**config.mk**
```make
export PLATFORM = sky130hd
export DESIGN_NAME = tlp2axis_sink
export DESIGN_NICKNAME = d
export VERILOG_FILES = /design/src/rtl/tlp_pkg.sv /design/src/rtl/tlp2axis_fifo.sv /design/src/rtl/tlp2axis_sink.sv
export SDC_FILE = /design/constraint.sdc
export NUM_CORES = 2
export LEC_CHECK = 0
export BUFFER_PORTS_ARGS = -buffer_cell sky130_fd_sc_hd__buf_4
export CORE_ASPECT_RATIO = 1.1
export CORE_MARGIN = 5
export CORE_UTILIZATION = 35
export CTS_BUF_LIST = sky130_fd_sc_hd__clkbuf_4
export DETAILED_ROUTE_END_ITERATION = 16
export PLACE_DENSITY_LB_ADDON = 0.25
export RECOVER_POWER = 50
export SLEW_MARGIN = 5
export SYNTH_ARGS = -nofsm -noshare
export SYNTH_HDL_FRONTEND = slang
export SYNTH_MEMORY_MAX_BITS = 65536
export SYNTH_SLANG_ARGS = --single-unit
```
**constraint.sdc**
```tcl
create_clock -name axi_clk -period 6.2 [get_ports axi_clk]
set_input_delay 0.31 -clock axi_clk [delete_from_list [all_inputs] [get_ports axi_clk]]
set_output_delay 0.31 -clock axi_clk [all_outputs]
set_load 0.01 [all_outputs]
```
**src/rtl/tlp_pkg.sv**
```systemverilog
// Shared constants and types for the TLP write-request sink.
package tlp_pkg;

   localparam logic [6:0] FMT_MWR32 = 7'h40;
   localparam logic [6:0] FMT_MWR64 = 7'h60;

   // tuser bit positions carried alongside every rebuilt video beat
   localparam int TU_SOF = 0;
   localparam int TU_SOL = 1;
   localparam int TU_EOL = 2;
   localparam int TU_EOF = 3;

   // sticky error flag positions
   localparam int ERR_FMT   = 0;
   localparam int ERR_ALIGN = 1;
   localparam int ERR_ADDR  = 2;

   typedef enum logic [1:0] {
      ST_IDLE,
      ST_GRANT,
      ST_DATA,
      ST_DROP
   } sink_state_e;

   function automatic logic fmt_supported(input logic [6:0] fmt);
      return (fmt == FMT_MWR32) || (fmt == FMT_MWR64);
   endfunction

endpackage

```
**src/rtl/tlp2axis_fifo.sv**
```systemverilog
// Synchronous FIFO holding {tuser, tdata} beats; reports free entries so the
// sink can reserve headroom for a whole TLP before granting it.
module tlp2axis_fifo #(
   parameter  int WIDTH = 68,
   parameter  int DEPTH = 64,
   localparam int AW    = $clog2(DEPTH)
) (
   input  logic             clk_i,
   input  logic             rst_i,
   input  logic             push_i,
   input  logic [WIDTH-1:0] push_data_i,
   input  logic             pop_i,
   output logic [WIDTH-1:0] pop_data_o,
   output logic             valid_o,
   output logic             full_o,
   output logic [AW:0]      free_o
);

   logic [WIDTH-1:0] mem_q [DEPTH];
   logic [AW-1:0]    wr_ptr_q;
   logic [AW-1:0]    rd_ptr_q;
   logic [AW:0]      count_q;
   logic             do_push;
   logic             do_pop;

   assign full_o     = (count_q == (AW+1)'(DEPTH));
   assign valid_o    = (count_q != '0);
   assign free_o     = (AW+1)'(DEPTH) - count_q;
   assign pop_data_o = mem_q[rd_ptr_q];
   assign do_push    = push_i && !full_o;
   assign do_pop     = pop_i && valid_o;

   // storage array, written on every accepted push
   always_ff @(posedge clk_i) begin
      if (do_push) begin
         mem_q[wr_ptr_q] <= push_data_i;
      end
   end

   // pointers and occupancy; a simultaneous push and pop leaves occupancy unchanged
   always_ff @(posedge clk_i) begin
      if (rst_i) begin
         wr_ptr_q <= '0;
         rd_ptr_q <= '0;
         count_q  <= '0;
      end else begin
         if (do_push) wr_ptr_q <= wr_ptr_q + 1'b1;
         if (do_pop)  rd_ptr_q <= rd_ptr_q + 1'b1;
         case ({do_push, do_pop})
            2'b10:   count_q <= count_q + 1'b1;
            2'b01:   count_q <= count_q - 1'b1;
            default: count_q <= count_q;
         endcase
      end
   end

endmodule

```
**src/rtl/tlp2axis_sink.sv**
```systemverilog
// Consumer of memory-write TLPs: grants requests, checks each TLP address
// against the running frame-buffer position and rebuilds the video stream.
//
// state | meaning
// IDLE  | waiting for a request with enough FIFO headroom for a max-size TLP
// GRANT | one-cycle grant; header fields are evaluated and latched
// DATA  | accepting payload beats into the FIFO, advancing line/frame counters
// DROP  | consuming payload of a rejected TLP without touching counters
module tlp2axis_sink
   import tlp_pkg::*;
#(
   parameter int MAX_PCIE_PAYLOAD_SIZE = 128,
   parameter int FIFO_DEPTH            = 64
) (
   input  logic        axi_clk,
   input  logic        axi_reset,
   input  logic [63:0] cfg_fstart,
   input  logic [23:0] cfg_line_size,
   input  logic [31:0] cfg_line_pitch,
   input  logic [15:0] cfg_line_count,
   input  logic        tlp_req_to_send,
   output logic        tlp_grant,
   input  logic [6:0]  tlp_fmt_type,
   input  logic [9:0]  tlp_length_in_dw,
   input  logic [63:0] tlp_address,
   input  logic        tlp_src_rdy_n,
   output logic        tlp_dst_rdy_n,
   input  logic [63:0] tlp_data,
   input  logic [7:0]  tlp_ldwbe_fdwbe,
   input  logic [1:0]  tlp_attr,
   input  logic [23:0] tlp_transaction_id,
   input  logic [12:0] tlp_byte_count,
   input  logic [6:0]  tlp_lower_address,
   output logic        m_axis_tvalid,
   input  logic        m_axis_tready,
   output logic [63:0] m_axis_tdata,
   output logic [3:0]  m_axis_tuser,
   output logic        m_axis_tlast,
   output logic        frame_done,
   output logic [2:0]  err_flags
);

   localparam int HEADROOM = MAX_PCIE_PAYLOAD_SIZE / 8;
   localparam int FAW      = $clog2(FIFO_DEPTH);

   sink_state_e state_q;
   logic        grant_q;
   logic        dst_rdy_n_q;
   logic        frame_done_q;
   logic [2:0]  err_q;
   logic        frame_open_q;
   logic [23:0] size_q;
   logic [31:0] pitch_q;
   logic [15:0] count_q;
   logic [63:0] line_base_q;
   logic [63:0] exp_addr_q;
   logic [23:0] line_byte_q;
   logic [15:0] line_idx_q;
   logic [9:0]  beats_left_q;

   logic        beat_ok;
   logic        push;
   logic        line_end;
   logic        last_line;
   logic [3:0]  tuser_d;
   logic [9:0]  len_beats_d;
   logic [9:0]  drop_beats_d;
   logic        fmt_bad;
   logic        align_bad;
   logic [63:0] line_base_d;
   logic        fifo_full;
   logic [FAW:0] fifo_free;
   logic [67:0] fifo_out;
   logic        unused_hdr;

   assign unused_hdr = ^{tlp_ldwbe_fdwbe, tlp_attr, tlp_transaction_id,
                         tlp_byte_count, tlp_lower_address};

   // beat acceptance, tuser derivation from counters, header decode
   always_comb begin
      beat_ok      = ((state_q == ST_DATA) || (state_q == ST_DROP)) &&
                     !tlp_src_rdy_n && !tlp_dst_rdy_n;
      push         = beat_ok && (state_q == ST_DATA);
      line_end     = ((line_byte_q + 24'd8) == size_q);
      last_line    = (line_idx_q == (count_q - 16'd1));
      tuser_d          = '0;
      tuser_d[TU_SOF]  = (line_byte_q == '0) && (line_idx_q == '0);
      tuser_d[TU_SOL]  = (line_byte_q == '0);
      tuser_d[TU_EOL]  = line_end;
      tuser_d[TU_EOF]  = line_end && last_line;
      len_beats_d  = (tlp_length_in_dw == '0) ? 10'd512 : {1'b0, tlp_length_in_dw[9:1]};
      drop_beats_d = len_beats_d + {9'd0, tlp_length_in_dw[0]};
      fmt_bad      = !fmt_supported(tlp_fmt_type);
      align_bad    = tlp_length_in_dw[0] || (tlp_address[2:0] != 3'd0);
      line_base_d  = line_base_q + {32'd0, pitch_q};
   end

   // transfer FSM with header latch, frame counters and registered outputs
   always_ff @(posedge axi_clk) begin
      if (axi_reset) begin
         state_q      <= ST_IDLE;
         grant_q      <= 1'b0;
         dst_rdy_n_q  <= 1'b1;
         frame_done_q <= 1'b0;
         err_q        <= '0;
         frame_open_q <= 1'b0;
         size_q       <= '0;
         pitch_q      <= '0;
         count_q      <= '0;
         line_base_q  <= '0;
         exp_addr_q   <= '0;
         line_byte_q  <= '0;
         line_idx_q   <= '0;
         beats_left_q <= '0;
      end else begin
         grant_q      <= 1'b0;
         frame_done_q <= 1'b0;
         case (state_q)
            ST_IDLE: begin
               if (tlp_req_to_send && (fifo_free >= (FAW+1)'(HEADROOM))) begin
                  state_q <= ST_GRANT;
                  grant_q <= 1'b1;
                  if (!frame_open_q) begin
                     frame_open_q <= 1'b1;
                     size_q       <= cfg_line_size;
                     pitch_q      <= cfg_line_pitch;
                     count_q      <= cfg_line_count;
                     line_base_q  <= cfg_fstart;
                     exp_addr_q   <= cfg_fstart;
                     line_byte_q  <= '0;
                     line_idx_q   <= '0;
                  end
               end
            end
            ST_GRANT: begin
               dst_rdy_n_q <= 1'b0;
               if (fmt_bad || align_bad) begin
                  if (fmt_bad)   err_q[ERR_FMT]   <= 1'b1;
                  if (align_bad) err_q[ERR_ALIGN] <= 1'b1;
                  beats_left_q <= drop_beats_d;
                  state_q      <= ST_DROP;
               end else begin
                  if (tlp_address != exp_addr_q) err_q[ERR_ADDR] <= 1'b1;
                  beats_left_q <= len_beats_d;
                  state_q      <= ST_DATA;
               end
            end
            ST_DATA, ST_DROP: begin
               if (beat_ok) begin
                  beats_left_q <= beats_left_q - 10'd1;
                  if (beats_left_q == 10'd1) begin
                     state_q     <= ST_IDLE;
                     dst_rdy_n_q <= 1'b1;
                  end
                  if (state_q == ST_DATA) begin
                     if (line_end) begin
                        line_byte_q <= '0;
                        line_idx_q  <= line_idx_q + 16'd1;
                        line_base_q <= line_base_d;
                        exp_addr_q  <= line_base_d;
                        if (last_line) begin
                           frame_done_q <= 1'b1;
                           frame_open_q <= 1'b0;
                        end
                     end else begin
                        line_byte_q <= line_byte_q + 24'd8;
                        exp_addr_q  <= exp_addr_q + 64'd8;
                     end
                  end
               end
            end
            default: state_q <= ST_IDLE;
         endcase
      end
   end

   tlp2axis_fifo #(
      .WIDTH (68),
      .DEPTH (FIFO_DEPTH)
   ) u_fifo (
      .clk_i       (axi_clk),
      .rst_i       (axi_reset),
      .push_i      (push),
      .push_data_i ({tuser_d, tlp_data}),
      .pop_i       (m_axis_tready),
      .pop_data_o  (fifo_out),
      .valid_o     (m_axis_tvalid),
      .full_o      (fifo_full),
      .free_o      (fifo_free)
   );

   assign tlp_grant     = grant_q;
   assign tlp_dst_rdy_n = dst_rdy_n_q | fifo_full;
   assign frame_done    = frame_done_q;
   assign err_flags     = err_q;
   assign m_axis_tdata  = fifo_out[63:0];
   assign m_axis_tuser  = fifo_out[67:64];
   assign m_axis_tlast  = fifo_out[64 + TU_EOL];

endmodule
```
* Word level (Yosys, flattened, before mapping)
Memory sizes are Yosys's and may differ from the RTL's. A register that Yosys moved wholly into a read port is not among the register bits. Index checks and enable logic that the tools add are counted.
Storage, ports and cells: flip-flop bits (word level) 278, RAM bits 4352, input port bits 340, output and inout bits 76, memories kept 1
Operators by class: $add $sub $neg 12, $lt $le $gt $ge 1, equality and inequality tests 19, multiplexer cells 47, bitwise logic cells 9, reductions and logical operators 38
Memory list:
- u_fifo.mem_q | depth 64, width 68, rd ports 1, clocked after Yosys merged registers in 1, write ports 1, RTL line tlp2axis_fifo.sv:19 | logic [WIDTH-1:0] mem_q [DEPTH];
Operators with widths (count):
- 64-bit 2-to-1 mux | 8
- 64-bit case mux with 2 select lines | 2
- 24-bit 2-to-1 mux | 5
- 16-bit 2-to-1 mux | 5
- 64-bit by 32-bit adder with 64-bit output | 1
- 64-bit by 4-bit adder with 64-bit output, second input constant | 1
- 64-bit != test | 1
- 24-bit case mux with 2 select lines | 1
- 16-bit case mux with 2 select lines | 1
- 10-bit 2-to-1 mux | 3
- 24-bit by 4-bit adder with 24-bit output, second input constant | 1
- 24-bit equality test | 1
- 24-bit zero test | 1
- 7-bit equality test, second input constant | 3
- 10-bit case mux with 2 select lines | 1
- 3-bit AND reduction | 6
- 16-bit by 1-bit adder with 16-bit output, second input constant | 1
- 16-bit equality test | 1
- 16-bit zero test | 1
- 16-bit by 1-bit subtractor with 16-bit output, second input constant | 1
- 2-bit != test, second input constant | 7
- 7-bit case mux with 2 select lines | 1
- 6-bit by 1-bit adder with 6-bit output, second input constant | 2
- 1-bit 2-to-1 mux | 12
- other kinds (28) | 59

* Longest topological paths before layout
depth after elaboration 8, gate-level depth with buffers 16

* Cells and area by module
A second synthesis with hierarchy kept.
Second synthesis, totals: cell total of the unflattened synthesis 9304, area total of the unflattened synthesis 182658.9 µm²
Modules (own cells, without submodules):
- tlp2axis_fifo | times used 1, cells each 7010, area each 165618.8 µm², seq. area each 131185.8 µm²
- tlp2axis_sink | times used 1, cells each 2294, area each 17040.1 µm², seq. area each 5124.9 µm²

* Worst setup path after synthesis
No wires, ideal clock.
kind reg-to-reg, from register state_q[1], to memory u_fifo.mem_q[43][0] (enable), arrival 4.974 ns, slack 0.731 ns, cell stages (with the launch flop) 9, buffers on the path 1, period minus slack after synthesis 5.469 ns, cells stage by stage dfxtp_1 > buf_2 > inv_2 > nor4b_2 > nor2b_1 > clkinv_1 > nor2_1 > nand3_1 > nor2_1
On the way: cells in the longest elaborated chain, start to end 8, elaborated cells on any way between the ends 9, those cells by class eq/ne: 2; mux: 2; reduce/logical: 5
RTL lines:
- start: declaration | RTL line tlp2axis_sink.sv:46 | sink_state_e state_q;
- start signal: assignment | RTL line tlp2axis_sink.sv:101 | state_q <= ST_IDLE;
- start signal: assignment | RTL line tlp2axis_sink.sv:121 | state_q <= ST_GRANT;
- start signal: assignment | RTL line tlp2axis_sink.sv:141 | state_q <= ST_DROP;
- 2-bit equality test, on equally long branches | RTL line tlp2axis_sink.sv:81, tlp2axis_sink.sv:83
- 1-bit logical OR | RTL line tlp2axis_sink.sv:81 | beat_ok = ((state_q == ST_DATA) || (state_q == ST_DROP)) &&
- 1-bit logical AND | RTL line tlp2axis_sink.sv:81
- 1-bit logical AND | RTL line tlp2axis_sink.sv:82 | !tlp_src_rdy_n && !tlp_dst_rdy_n;
- 1-bit logical AND (*) | RTL line tlp2axis_sink.sv:83 | push = beat_ok && (state_q == ST_DATA);
- 1-bit logical AND (*) | RTL line tlp2axis_fifo.sv:30 | assign do_push = push_i && !full_o;
- 1-bit 2-to-1 mux (*) | RTL line tlp2axis_fifo.sv:35 | if (do_push) begin
- 1-bit 2-to-1 mux (not written as such) (*) | RTL line tlp2axis_fifo.sv:36 | mem_q[wr_ptr_q] <= push_data_i;
- end: declaration | RTL line tlp2axis_fifo.sv:19
Mark *: on every way between the ends. The rest lies on a longest branch, timed or not.

* Worst setup path after layout
from register u_fifo.count_q[0], to memory u_fifo.mem_q[39][11] (enable)
On the way: cells in the longest elaborated chain, start to end 8, elaborated cells on any way between the ends 9, those cells by class eq/ne: 1; mux: 2; bitwise: 1; reduce/logical: 5
RTL lines:
- start: declaration | RTL line tlp2axis_fifo.sv:22 | logic [AW:0] count_q;
- start signal: assignment | RTL line tlp2axis_fifo.sv:50 | 2'b10: count_q <= count_q + 1'b1;
- start signal: assignment | RTL line tlp2axis_fifo.sv:51 | 2'b01: count_q <= count_q - 1'b1;
- start signal: assignment | RTL line tlp2axis_fifo.sv:52 | default: count_q <= count_q;
- 7-bit equality test (*) | RTL line tlp2axis_fifo.sv:26 | assign full_o = (count_q == (AW+1)'(DEPTH));
- 1-bit bitwise OR | RTL line tlp2axis_sink.sv:193 | assign tlp_dst_rdy_n = dst_rdy_n_q | fifo_full;
- 1-bit zero test | RTL line tlp2axis_sink.sv:82
- 1-bit logical AND | RTL line tlp2axis_sink.sv:82
- 1-bit logical AND | RTL line tlp2axis_sink.sv:83
- 1-bit logical AND (*) | RTL line tlp2axis_fifo.sv:30
- 1-bit 2-to-1 mux (*) | RTL line tlp2axis_fifo.sv:35
- 1-bit 2-to-1 mux (not written as such) (*) | RTL line tlp2axis_fifo.sv:36
Marked as above.

==> flow_summary.ini <==
[logic_synthesis]
synth_area_per_cell_um2 = 21.4
post_synth_edffs = 4352
post_synthesis_cell_area_um2 = 182000
synth-seq-area-share_pct = 74.9
count_of_different_cell_masters_after_synthesis = 90
synth_ff_type = edfxtp_1
synth_cells = 8501
synth.ff_latch_count = 4633
async_reset_ff_share_pct = 0
synthesis.nets = 8893
synth_warnings = 0

[job]
drv.max_cap_violation_count = 82

[clock_tree]
cts_root_buffer = clkbuf_4
clk-insertion-delay-late_ns = 1.83
clock-sinks = 4633
clk_pin_slew_ns = 0.07
cts_tree = built
deepest_level_of_the_cts_h_tree = 7
cts_buffer_depth = 5
inserted_clock_buffers = 1267

[global_route]
grt_first_pass_wirelength_mm = 776
grt.total_usage_pct = 20.4
antenna_found_initial = 31
largest_net_degree_at_the_start_of_global_routing = 128
grt_remaining_overflow = 0
vias_in_the_first_global_route = 105574

[placement]
gp_congestion = 0.859
dp.final_hpwl_mm = 294
port_buffers = 360
placedCellCount = 15507

[worst_setup_path]
path_class = reg -> reg
timing.critical_path.to_type = flop
cp.arrival_ns = 7.09
timing.critical_path.required_ns = 7.49
crit_path_max_fanout = 22
crit_start_category = flop

[sta]
maxSlewViolCount = 4658
final.setup_skew_ns = 0.183
final_hold_viol_count = 0
fin_worst_hold_slack_ns = 0.270
max_freq_mhz = 172
finalSetupViolations = 0
final.period_utilization_pct = 93.6
period_minus_slack_ns = 5.80
tns_ns = 0
actual_slew_at_the_worst_max_slew_pin_ns = 3.47
slew-limit-headroom_pct = -132
rsz0062_at_grt = no

[layout]
instances_no_fill = 18385
synthToLayoutAreaGrowth_pct = 19.4
nFillCells = 45635
final_util_pct = 42.0
final_layout_size_suffix_gt1_share_pct = 34.3
nNetsFinal = 11153

[run_status]
violated_checks = capacitance limit, slew limit
status = finished with violations

[die]
design.core.area_um2 = 518000
chipWidth_um = 698
floorplan.die_area_um2 = 535000
io_pins = 416
fp-row-count = 277
chipHeight_um = 766
starting_density_of_the_core_pct = 35.2

[routing]
drtPass1Iterations = 8
vias_after_detailed_routing = 100483
viasPerCell = 5.47
drt_iter0_markers = 10842
final_antenna_net_count = 0
routedWlPerCell_um = 30.0
route.detailed.drc = 0
finalWirelength_mm = 551

[power]
flop_pwr_share_pct = 54.9
p_clk_share_pct = 40.6
power.share.combinational_pct = 4.5
netSwitchingPower_mw = 14.0
power-per-cell-area_nw_per_um2 = 290
switching_share_pct = 22.2
leakage_power_nw = 67.8
internal-power_mw = 49.0
total_power_mw = 63.0
irDropWorstVdd_mv = 0.198

[hold_path]
min-delay-path-class = in -> reg
==> cell usage after synthesis (all sizes together) (7+ instances only) <==
master	instances	area, um2
a21boi	8	60.1
nand3b	7	52.6
o22ai	14	87.6
a221oi	7	67.6
o221ai	7	61.3
o21a	31	233
nand4	79	500
clkbuf	333	1250
nand3	83	420
o21bai	7	52.6
mux4	1428	32200
o211ai	12	90.1
a31oi	41	257
dfxtp	281	5630
and4	9	78.8
o211a	12	120
a211oi	49	378
or2	8	50.1
edfxtp	4352	131000
nor2b	19	119
or4	9	67.6
and3	45	282
a311oi	9	78.8
a2111oi	9	98.8
ha	50	626
nor3	51	260
xnor2	165	1450
a21o	37	278
a21oi	207	1050
nand2	319	1200
buf	138	598
or3	15	93.8
xor2	66	586
and2	18	113
inv	37	139
o21ai	107	547
nand2b	12	75.1
nor2	304	1140
nor4	35	240
==> per-layer routing <==
metal | up-vias | wire [um] | track usage [%]
met5 | - | 39 | 0
met4 | 8 | 16800 | 7.37
met3 | 967 | 39400 | 4.84
met2 | 4580 | 271000 | 33.2
met1 | 53894 | 223000 | 26.8
li1 | 41034 | - | -
==> power by group through the flow <==
stage / combinational, mW / sequential [mW] / clock, mW
after floorplan: 1.34 / 35.1 / 0
after global placement: 2.32 / 35.2 / 0
after detailed placement: 2.38 / 35.2 / 0
after CTS: 2.97 / 34.5 / 26.4
after global routing: 3.08 / 34.6 / 28.1
final: 2.86 / 34.6 / 25.6
==> critical path: stages, from the launching register on <==
cell      delay, ns
dfxtp_1        0.40
nor4_1         0.12
nand3_1        0.15
nor4b_1        0.37
nor2b_2        0.21
buf_4          0.33
nand4_1        0.14
clkbuf_1       0.43
nor2_1         2.30
buf_4          0.86
==> final timing paths <==
kind | start | end | slack (ns) | cells past startpoint
max reg2reg | u_fifo.count_q[0] | u_fifo.mem_q[39][11] | 0.40 | 9
max | u_fifo.count_q[0] | u_fifo.mem_q[39][11] | 0.40 | 9
min reg2reg | line_base_q[2] | line_base_q[2] | 0.47 | 1
min | cfg_fstart[19] | exp_addr_q[19] | 0.27 | 6
==> state kept, by name, summed over array words and instances (netlist names), named ones only <==
| register | cells |
|---|---|
| size_q | 24 |
| frame_open_q | 1 |
| dst_rdy_n_q | 1 |
| count_q | 16 |
| u_fifo.count_q | 7 |
| u_fifo.wr_ptr_q | 6 |
| line_idx_q | 16 |
| line_byte_q | 21 |
| beats_left_q | 10 |
| u_fifo.rd_ptr_q | 6 |
| state_q | 2 |
| pitch_q | 32 |
| frame_done | 1 |
| line_base_q | 64 |
| err_flags | 3 |
| exp_addr_q | 64 |
| u_fifo.mem_q | 4352 |
| tlp_grant | 1 |
==> layout by cell type (no fill, tap or decap), types with 112 or more instances in the layout <==
cell type and count:
xnor2_1 165, buf_4 473, mux4_2 1428, clkbuf_1 112, dlygate4sd3_1 754, nand2_1 318
nor2_1 242, clkinv_1 207, clkbuf_4 1798, dfxtp_1 274, a21oi_1 203, edfxtp_1 4352
==> layout make-up <==
cell class / instances / area, um2 / area share (%)
repair buffers: 1462 / 13400 / 6.19
diodes: 33 / 82.6 / 0.0380
multi-input cells: 3359 / 44200 / 20.4
inverters: 38 / 143 / 0.0656
clock inverters: 261 / 1260 / 0.579
flip-flops and latches: 4633 / 136000 / 62.7
clock buffers: 1764 / 13200 / 6.09
well taps: 6835 / 8550 / 3.94
==> per-stage QoR <==
| step | setup slack [ns] | area [um2] |
|---|---|---|
| 6_report | 0.397 | 217000 |
| 5_1_grt | 0.126 | 217000 |
| 4_1_cts | 0.133 | 219000 |
| 3_5_place_dp | 1.28 | 195000 |
| 3_3_place_gp | 1.25 | 195000 |
| 2_1_floorplan | 0.731 | 182000 |
==> logic make-up (layout without fill, tap and decap cells) <==
group	Yosys count	count (layout)	synth area share, %
XOR/XNOR	231	231	1.12
other	0	33	0
buffers and inverters	509	3525	1.09
adder cells (fa/ha/maj)	52	52	0.366
AND/OR/NAND/NOR	1032	1032	2.67
flip-flops	4633	4633	74.9
multiplexers	1435	1435	17.7
AO/OA/AOI/OAI	609	609	2.17
==> timing repair <==
action	4_1_cts	5_1_grt
setup endpoints to repair	1	0
endpoints found under the hold margin	4627	0
hold buffers	819	0
setup buffers	1	0
resized for setup	0	0
Power figures use the tool's default switching activity.
